### config.mk
export PLATFORM = sky130hd
export DESIGN_NAME = div_prenorm_flat
export DESIGN_NICKNAME = d
export VERILOG_FILES = /design/src/rtl/div_prenorm_pkg.sv /design/src/rtl/div_prenorm_if.sv /design/src/rtl/div_prenorm_shift.sv /design/src/rtl/div_prenorm.sv /design/src/flat_wrapper.sv
export SDC_FILE = /design/constraint.sdc
export NUM_CORES = 1
export LEC_CHECK = 0
export CORE_AREA = 2 2 165 167
export DETAILED_ROUTE_END_ITERATION = 8
export DIE_AREA = 0 0 167 169
export HOLD_SLACK_MARGIN = 0.06
export PLACE_DENSITY = 0.85
export SYNTH_ARGS = -nofsm -noshare
export SYNTH_HDL_FRONTEND = slang
export SYNTH_HIERARCHICAL = 1
export SYNTH_SLANG_ARGS = --single-unit
### constraint.sdc
create_clock -name clk -period 8.3 [get_ports clk]
set_input_delay 1.66 -clock clk [delete_from_list [all_inputs] [get_ports clk]]
set_output_delay 1.66 -clock clk [all_outputs]
set_load 0.01 [all_outputs]
### src/rtl/div_prenorm_pkg.sv
// Shared types and helpers for the divider operand pre-normalisation stage.
// Unpacks packed double/single operands into a common 53-bit significand form.
package div_pkg;

  typedef enum logic [1:0] {
    IDLE,
    NORM,
    DONE
  } div_prenorm_state_t;

  localparam int BIAS_D = 1023;
  localparam int BIAS_S = 127;
  localparam int SIG_W  = 53;
  localparam int EXP_W  = 13;

  typedef struct packed {
    logic nan;
    logic inf;
    logic zero;
    logic inv;
    logic dbz;
  } div_spec_t;

  typedef struct packed {
    logic zero;
    logic inf;
    logic nan;
    logic snan;
  } div_cls_t;

  typedef struct packed {
    logic        sign;
    logic [10:0] ef;
    logic [51:0] fr;
    logic        top;
  } div_op_t;

  // Single fractions are left-aligned so bit 51 is the quiet bit for both.
  function automatic div_op_t unpack_op(
    input logic [63:0] x,
    input logic        dbl
  );
    div_op_t o;
    if (dbl) begin
      o.sign = x[63];
      o.ef   = x[62:52];
      o.fr   = x[51:0];
      o.top  = &x[62:52];
    end else begin
      o.sign = x[31];
      o.ef   = {3'b000, x[30:23]};
      o.fr   = {x[22:0], 29'b0};
      o.top  = &x[30:23];
    end
    return o;
  endfunction

  function automatic div_cls_t classify(input div_op_t o);
    div_cls_t c;
    c.zero = (o.ef == '0) && (o.fr == '0);
    c.inf  = o.top && (o.fr == '0);
    c.nan  = o.top && (o.fr != '0);
    c.snan = c.nan && !o.fr[51];
    return c;
  endfunction

  function automatic logic [EXP_W-1:0] unbias(
    input div_op_t o,
    input logic    dbl
  );
    logic [EXP_W-1:0] b;
    b = dbl ? EXP_W'(BIAS_D) : EXP_W'(BIAS_S);
    if (o.ef != '0) return {2'b00, o.ef} - b;
    return EXP_W'(1) - b;
  endfunction

endpackage

### src/rtl/div_prenorm_if.sv
// Handshake and data bundle between the upstream issue logic, the
// pre-normalisation stage and the Newton-Raphson significand divider.
interface div_prenorm_if;
  import div_pkg::*;

  logic             in_valid;
  logic             in_ready;
  logic [63:0]      a;
  logic [63:0]      b;
  logic             db_in;
  logic             out_valid;
  logic             out_ready;
  logic [SIG_W-1:0] fa;
  logic [SIG_W-1:0] fb;
  logic             db;
  logic             sq;
  logic [EXP_W-1:0] eq;
  logic             spec_nan;
  logic             spec_inf;
  logic             spec_zero;
  logic             flag_inv;
  logic             flag_dbz;

  modport master (
    output in_valid, a, b, db_in, out_ready,
    input  in_ready, out_valid, fa, fb, db, sq, eq,
    input  spec_nan, spec_inf, spec_zero, flag_inv, flag_dbz
  );

  modport slave (
    input  in_valid, a, b, db_in, out_ready,
    output in_ready, out_valid, fa, fb, db, sq, eq,
    output spec_nan, spec_inf, spec_zero, flag_inv, flag_dbz
  );

endinterface

### src/rtl/div_prenorm_shift.sv
// Per-operand significand/exponent register with coarse and fine
// left-normalisation steps.
module div_prenorm_shift
  import div_pkg::*;
#(
  parameter int SHIFT_CHUNK = 8
) (
  input  logic             clk,
  input  logic             rst,
  input  logic             load,
  input  logic             step,
  input  logic [SIG_W-1:0] sig_in,
  input  logic [EXP_W-1:0] exp_in,
  output logic [SIG_W-1:0] sig,
  output logic [EXP_W-1:0] exp_q,
  output logic             normalised
);

  assign normalised = sig[SIG_W-1];

  always_ff @(posedge clk) begin
    if (rst) begin
      sig   <= '0;
      exp_q <= '0;
    end else if (load) begin
      sig   <= sig_in;
      exp_q <= exp_in;
    end else if (step && !normalised) begin
      if (sig[SIG_W-1 -: SHIFT_CHUNK] == '0) begin
        sig   <= sig << SHIFT_CHUNK;
        exp_q <= exp_q - EXP_W'(SHIFT_CHUNK);
      end else begin
        sig   <= sig << 1;
        exp_q <= exp_q - EXP_W'(1);
      end
    end
  end

endmodule

### src/rtl/div_prenorm.sv
// Divider pre-normalisation stage: unpack, normalise subnormals,
// compute quotient sign/exponent and classify special operand pairs.
module div_prenorm
  import div_pkg::*;
#(
  parameter int SHIFT_CHUNK = 8
) (
  input logic         clk,
  input logic         rst,
  div_prenorm_if.slave io
);

  div_prenorm_state_t state;

  div_op_t          op_a, op_b;
  div_cls_t         ca_q, cb_q;
  div_spec_t        sp;
  logic             sq_q, db_q;
  logic             load, step, go_done, special;
  logic             norm_a, norm_b;
  logic [SIG_W-1:0] sig_a, sig_b;
  logic [EXP_W-1:0] ex_a, ex_b;

  logic             ov_q, sq_o, db_o;
  logic [SIG_W-1:0] fa_o, fb_o;
  logic [EXP_W-1:0] eq_o;
  div_spec_t        sp_o;

  assign op_a = unpack_op(io.a, io.db_in);
  assign op_b = unpack_op(io.b, io.db_in);

  assign io.in_ready = (state == IDLE) && !rst;
  assign load        = io.in_valid && io.in_ready;

  always_comb begin
    sp.nan  = ca_q.nan | cb_q.nan
            | (ca_q.zero & cb_q.zero)
            | (ca_q.inf & cb_q.inf);
    sp.inv  = (ca_q.zero & cb_q.zero)
            | (ca_q.inf & cb_q.inf)
            | ca_q.snan | cb_q.snan;
    sp.dbz  = !sp.nan & !ca_q.inf & !ca_q.zero & cb_q.zero;
    sp.inf  = !sp.nan & ((ca_q.inf & !cb_q.inf) | sp.dbz);
    sp.zero = !sp.nan & ((ca_q.zero & !cb_q.zero) | (!ca_q.inf & cb_q.inf));
  end

  assign special = sp.nan | sp.inf | sp.zero;
  assign go_done = special | (norm_a & norm_b);
  assign step    = (state == NORM) && !go_done;

  div_prenorm_shift #(.SHIFT_CHUNK(SHIFT_CHUNK)) u_sh_a (
    .clk(clk), .rst(rst), .load(load), .step(step),
    .sig_in({op_a.ef != '0, op_a.fr}),
    .exp_in(unbias(op_a, io.db_in)),
    .sig(sig_a), .exp_q(ex_a), .normalised(norm_a)
  );

  div_prenorm_shift #(.SHIFT_CHUNK(SHIFT_CHUNK)) u_sh_b (
    .clk(clk), .rst(rst), .load(load), .step(step),
    .sig_in({op_b.ef != '0, op_b.fr}),
    .exp_in(unbias(op_b, io.db_in)),
    .sig(sig_b), .exp_q(ex_b), .normalised(norm_b)
  );

  always_ff @(posedge clk) begin
    if (rst) begin
      state <= IDLE;
      ca_q  <= '0;
      cb_q  <= '0;
      sq_q  <= 1'b0;
      db_q  <= 1'b0;
      ov_q  <= 1'b0;
      sq_o  <= 1'b0;
      db_o  <= 1'b0;
      fa_o  <= '0;
      fb_o  <= '0;
      eq_o  <= '0;
      sp_o  <= '0;
    end else begin
      unique case (state)
        IDLE: if (load) begin
          state <= NORM;
          ca_q  <= classify(op_a);
          cb_q  <= classify(op_b);
          sq_q  <= op_a.sign ^ op_b.sign;
          db_q  <= io.db_in;
        end
        NORM: if (go_done) begin
          state <= DONE;
          ov_q  <= 1'b1;
          sq_o  <= sq_q;
          db_o  <= db_q;
          sp_o  <= sp;
          fa_o  <= special ? '0 : sig_a;
          fb_o  <= special ? '0 : sig_b;
          eq_o  <= special ? '0 : ex_a - ex_b;
        end
        DONE: if (io.out_ready) begin
          state <= IDLE;
          ov_q  <= 1'b0;
        end
        default: state <= IDLE;
      endcase
    end
  end

  assign io.out_valid = ov_q;
  assign io.fa        = fa_o;
  assign io.fb        = fb_o;
  assign io.eq        = eq_o;
  assign io.sq        = sq_o;
  assign io.db        = db_o;
  assign io.spec_nan  = sp_o.nan;
  assign io.spec_inf  = sp_o.inf;
  assign io.spec_zero = sp_o.zero;
  assign io.flag_inv  = sp_o.inv;
  assign io.flag_dbz  = sp_o.dbz;

endmodule

### src/flat_wrapper.sv
// flat-port wrapper written by rule: the top's interface ports become plain ports
module div_prenorm_flat import div_pkg::*;
#(
  parameter int SHIFT_CHUNK = 8
)
  (clk, rst, io_in_valid, io_a, io_b, io_db_in, io_out_ready, io_in_ready, io_out_valid, io_fa, io_fb, io_db, io_sq, io_eq, io_spec_nan, io_spec_inf, io_spec_zero, io_flag_inv, io_flag_dbz);
  div_prenorm_if io_i ();
  input logic clk;
  input logic rst;
  input wire logic [$bits(io_i.in_valid)-1:0] io_in_valid;
  input wire logic [$bits(io_i.a)-1:0] io_a;
  input wire logic [$bits(io_i.b)-1:0] io_b;
  input wire logic [$bits(io_i.db_in)-1:0] io_db_in;
  input wire logic [$bits(io_i.out_ready)-1:0] io_out_ready;
  output wire logic [$bits(io_i.in_ready)-1:0] io_in_ready;
  output wire logic [$bits(io_i.out_valid)-1:0] io_out_valid;
  output wire logic [$bits(io_i.fa)-1:0] io_fa;
  output wire logic [$bits(io_i.fb)-1:0] io_fb;
  output wire logic [$bits(io_i.db)-1:0] io_db;
  output wire logic [$bits(io_i.sq)-1:0] io_sq;
  output wire logic [$bits(io_i.eq)-1:0] io_eq;
  output wire logic [$bits(io_i.spec_nan)-1:0] io_spec_nan;
  output wire logic [$bits(io_i.spec_inf)-1:0] io_spec_inf;
  output wire logic [$bits(io_i.spec_zero)-1:0] io_spec_zero;
  output wire logic [$bits(io_i.flag_inv)-1:0] io_flag_inv;
  output wire logic [$bits(io_i.flag_dbz)-1:0] io_flag_dbz;
  assign io_i.in_valid = io_in_valid;
  assign io_i.a = io_a;
  assign io_i.b = io_b;
  assign io_i.db_in = io_db_in;
  assign io_i.out_ready = io_out_ready;
  assign io_in_ready = io_i.in_ready;
  assign io_out_valid = io_i.out_valid;
  assign io_fa = io_i.fa;
  assign io_fb = io_i.fb;
  assign io_db = io_i.db;
  assign io_sq = io_i.sq;
  assign io_eq = io_i.eq;
  assign io_spec_nan = io_i.spec_nan;
  assign io_spec_inf = io_i.spec_inf;
  assign io_spec_zero = io_i.spec_zero;
  assign io_flag_inv = io_i.flag_inv;
  assign io_flag_dbz = io_i.flag_dbz;
  div_prenorm #(.SHIFT_CHUNK(SHIFT_CHUNK)) u_core (.clk(clk), .rst(rst), .io(io_i));
endmodule
==> metrics.yaml <==
antenna_found_initial: 4
power.switching_w: 0.00119
ir_worst_vdd_mv: 0.223
yosysWarnings: 6
powerDensity_nw_per_um2: 199
cts_setup_buffers: 0
fin_skew_ns: 0.00900
slew_viol_final: 0
clk_latency_ns: 0.56
p_int_w: 0.00251
synth-seq-cells: 271
rsz0062_at_grt: "false"
crit_fanout: 88
sw_frac_of_total: 0.322
layout_min_cycle_time_ns: 4.88
grt_pass1_vias: 15000
drive_above_1_share: 0.0739
yosysSeqAreaShare: 0.358
fp.dieW_um: 167
num_rows: 60
die_h_um: 169
tritoncts: "yes"
fmax_ghz: 0.205
drc: 0
hold_viol: 0
start_kind: "input pin"
grt_pass1_wl_um: 81200
ios: 261
holdBufCountCts: 0
clock_path_buffers: 3
postRouteAntennaNets: 0
drt-pass1-iter-count: 6
clk_pin_slew_worst_paths_ns: 0.06
final_cells: 2454
syn_to_final_growth_pct: 23.1
cts_buffers: 29
viasPerCell: 6.63
slew-limit-headroom: 0.149
syn_area_per_cell_um2: 7.77
grt_max_degree: 121
cellLeakagePower_nw: 6.53
syn_inst: 1950
min_period_over_period: 0.588
crit_arrival_ns: 5.33
cp.required_ns: 8.75
start_util: 0.572
routed_wl_um: 52300
async_flop_share: 0
endpoint_kind: "flip-flop"
grt.total_usage: 0.349
ctsResizeCount: 0
max_cap_violations: 0
power_frac_seq: 0.402
ys_types: 81
io_buffer_count: 260
cts_max_level: 1
drt_iter0_drc: 2386
synth_area_um2: 15200
dp.cells: 2400
cts_sinks: 271
tightest_slew_ns: 1.28
synth.net_count: 2106
layout.nets: 2246
die_area_um2: 28200
cts_root_buffer: "clkbuf_16"
layout_commonest_cell: "dfxtp_1"
critical_path_class: "input pin to flip-flop"
synth_enable_flop_cells: 0
setup_violations: 0
synth_ff_type: "dfxtp_1"
combinationalPowerShare: 0.233
hp-class: "flip-flop to flip-flop"
final_cell_mix: "271 x dfxtp_1, 269 x nand2_1, 258 x clkdlybuf4s50_1"
status: "complete, no violations"
core_um2: 26500
hpwl_um: 35300
avgRoutedWirePerCell_um: 21.3
power_frac_clock: 0.365
tns_ns: 0
gp_congestion: 1.01
num_vias: 16300
overflow: 0
[flip-flops by register name, indices dropped and copies added (netlist names), 2 cells and up]
name                 count
u_core/io.fa            53
u_core/io.fb            53
u_core/u_sh_a/sig       53
u_core/u_sh_b/sig       53
u_core/io.eq            13
u_core/u_sh_a/exp_q     13
u_core/u_sh_b/exp_q     13
u_core/ca_q              4
u_core/cb_q              4
u_core/state             2
[path summary, 6_finish.rpt]
| check | startpoint | endpoint | slack [ns] | cells after the start |
|---|---|---|---|---|
| worst max-delay path | rst | u_core/u_sh_a/exp_q[7] | 3.42 | 8 |
| worst min-delay path | u_core/io.fb[15] | u_core/io.fb[15] | 0.45 | 2 |
| worst max register to register | u_core/cb_q[2] | u_core/u_sh_b/exp_q[12] | 4.29 | 8 |
| worst min register to register | u_core/io.fb[15] | u_core/io.fb[15] | 0.45 | 2 |
[per-layer routing]
layer  part of all wire  GRT usage  vias up
li1                   -          -     7402
met1               0.39      0.475     7587
met2               0.46      0.542     1092
met3               0.11     0.0615      189
met4              0.044      0.158        4
met5            0.00056          0        -
[power groups by stage]
| stage | clock, W | combinational (W) | sequential (W) |
|---|---|---|---|
| floorplan | 0 | 0.000580 | 0.00147 |
| global placement | 0 | 0.000805 | 0.00151 |
| detailed placement | 0 | 0.000822 | 0.00151 |
| CTS | 0.00136 | 0.000829 | 0.00148 |
| global route | 0.00141 | 0.000921 | 0.00149 |
| finish | 0.00135 | 0.000861 | 0.00149 |
[synthesized netlist by cell type (5+ instances only)]
library cell	number	area, µm²
a211oi_1	90	676
buf_1	13	48.8
nand2_1	269	1010
and3_1	79	494
nand2b_1	9	56.3
clkbuf_1	122	458
buf_2	29	145
nand3_1	135	676
and2_1	71	444
a21o_1	6	45.0
a31oi_1	12	75.1
nor3_1	41	205
a21oi_1	158	791
xnor2_1	21	184
inv_1	42	158
or3_1	10	62.6
o21ai_0	104	521
nor2_1	80	300
xor2_1	14	123
dfxtp_1	271	5430
nor4_1	17	106
mux2_2	48	541
nand3b_1	6	45.0
a221oi_1	16	140
or4_1	21	158
o22ai_1	79	494
nand4_1	10	62.6
o31ai_1	5	37.5
a22oi_1	6	45.0
nor2b_1	8	50.1
a311o_1	12	120
mux2i_1	11	110
ha_1	22	275
o211ai_1	29	218
a311oi_1	10	87.6
[critical path, stage by stage]
cell and delay, ns:
buf_6 0.47, nor3_1 0.14, nand2_1 0.24, clkinv_2 0.80, buf_4 0.66, inv_1 0.86
nor2_1 0.14, a311oi_1 0.29
[area by class of cell]
cell class | count | area, µm²
Sequential cell | 271 | 5430
Clock inverter | 17 | 201
Tap cell | 341 | 427
Inverter | 44 | 169
Fill cell | 2108 | 7840
Multi-Input combinational cell | 1466 | 8900
Antenna cell | 2 | 5.00
Timing Repair Buffer | 278 | 2740
Clock buffer | 35 | 788
[logic make-up after synthesis]
| family | Yosys count | share of synthesized area |
|---|---|---|
| xor+xnor | 35 | 0.0202 |
| compound gates | 564 | 0.238 |
| flops | 271 | 0.358 |
| mux | 60 | 0.0439 |
| buf+inv | 213 | 0.0573 |
| simple gates | 784 | 0.263 |
| fa+ha+maj | 23 | 0.0195 |
[metrics by stage]
step	worst slack, ns	utilization	instance area [µm²]	hold slack [ns]	total power (W)
after detailed placement	2.97	0.666	17700	0.444	0.00233
final	3.42	0.704	18700	0.451	0.00370
after CTS	3.54	0.704	18700	0.454	0.00367
after global placement	3.13	0.666	17700	0.436	0.00231
after global routing	3.11	0.704	18700	0.470	0.00382
after floorplan	4.15	-	15200	0.426	0.00205
(Power assumes the default switching activity.)
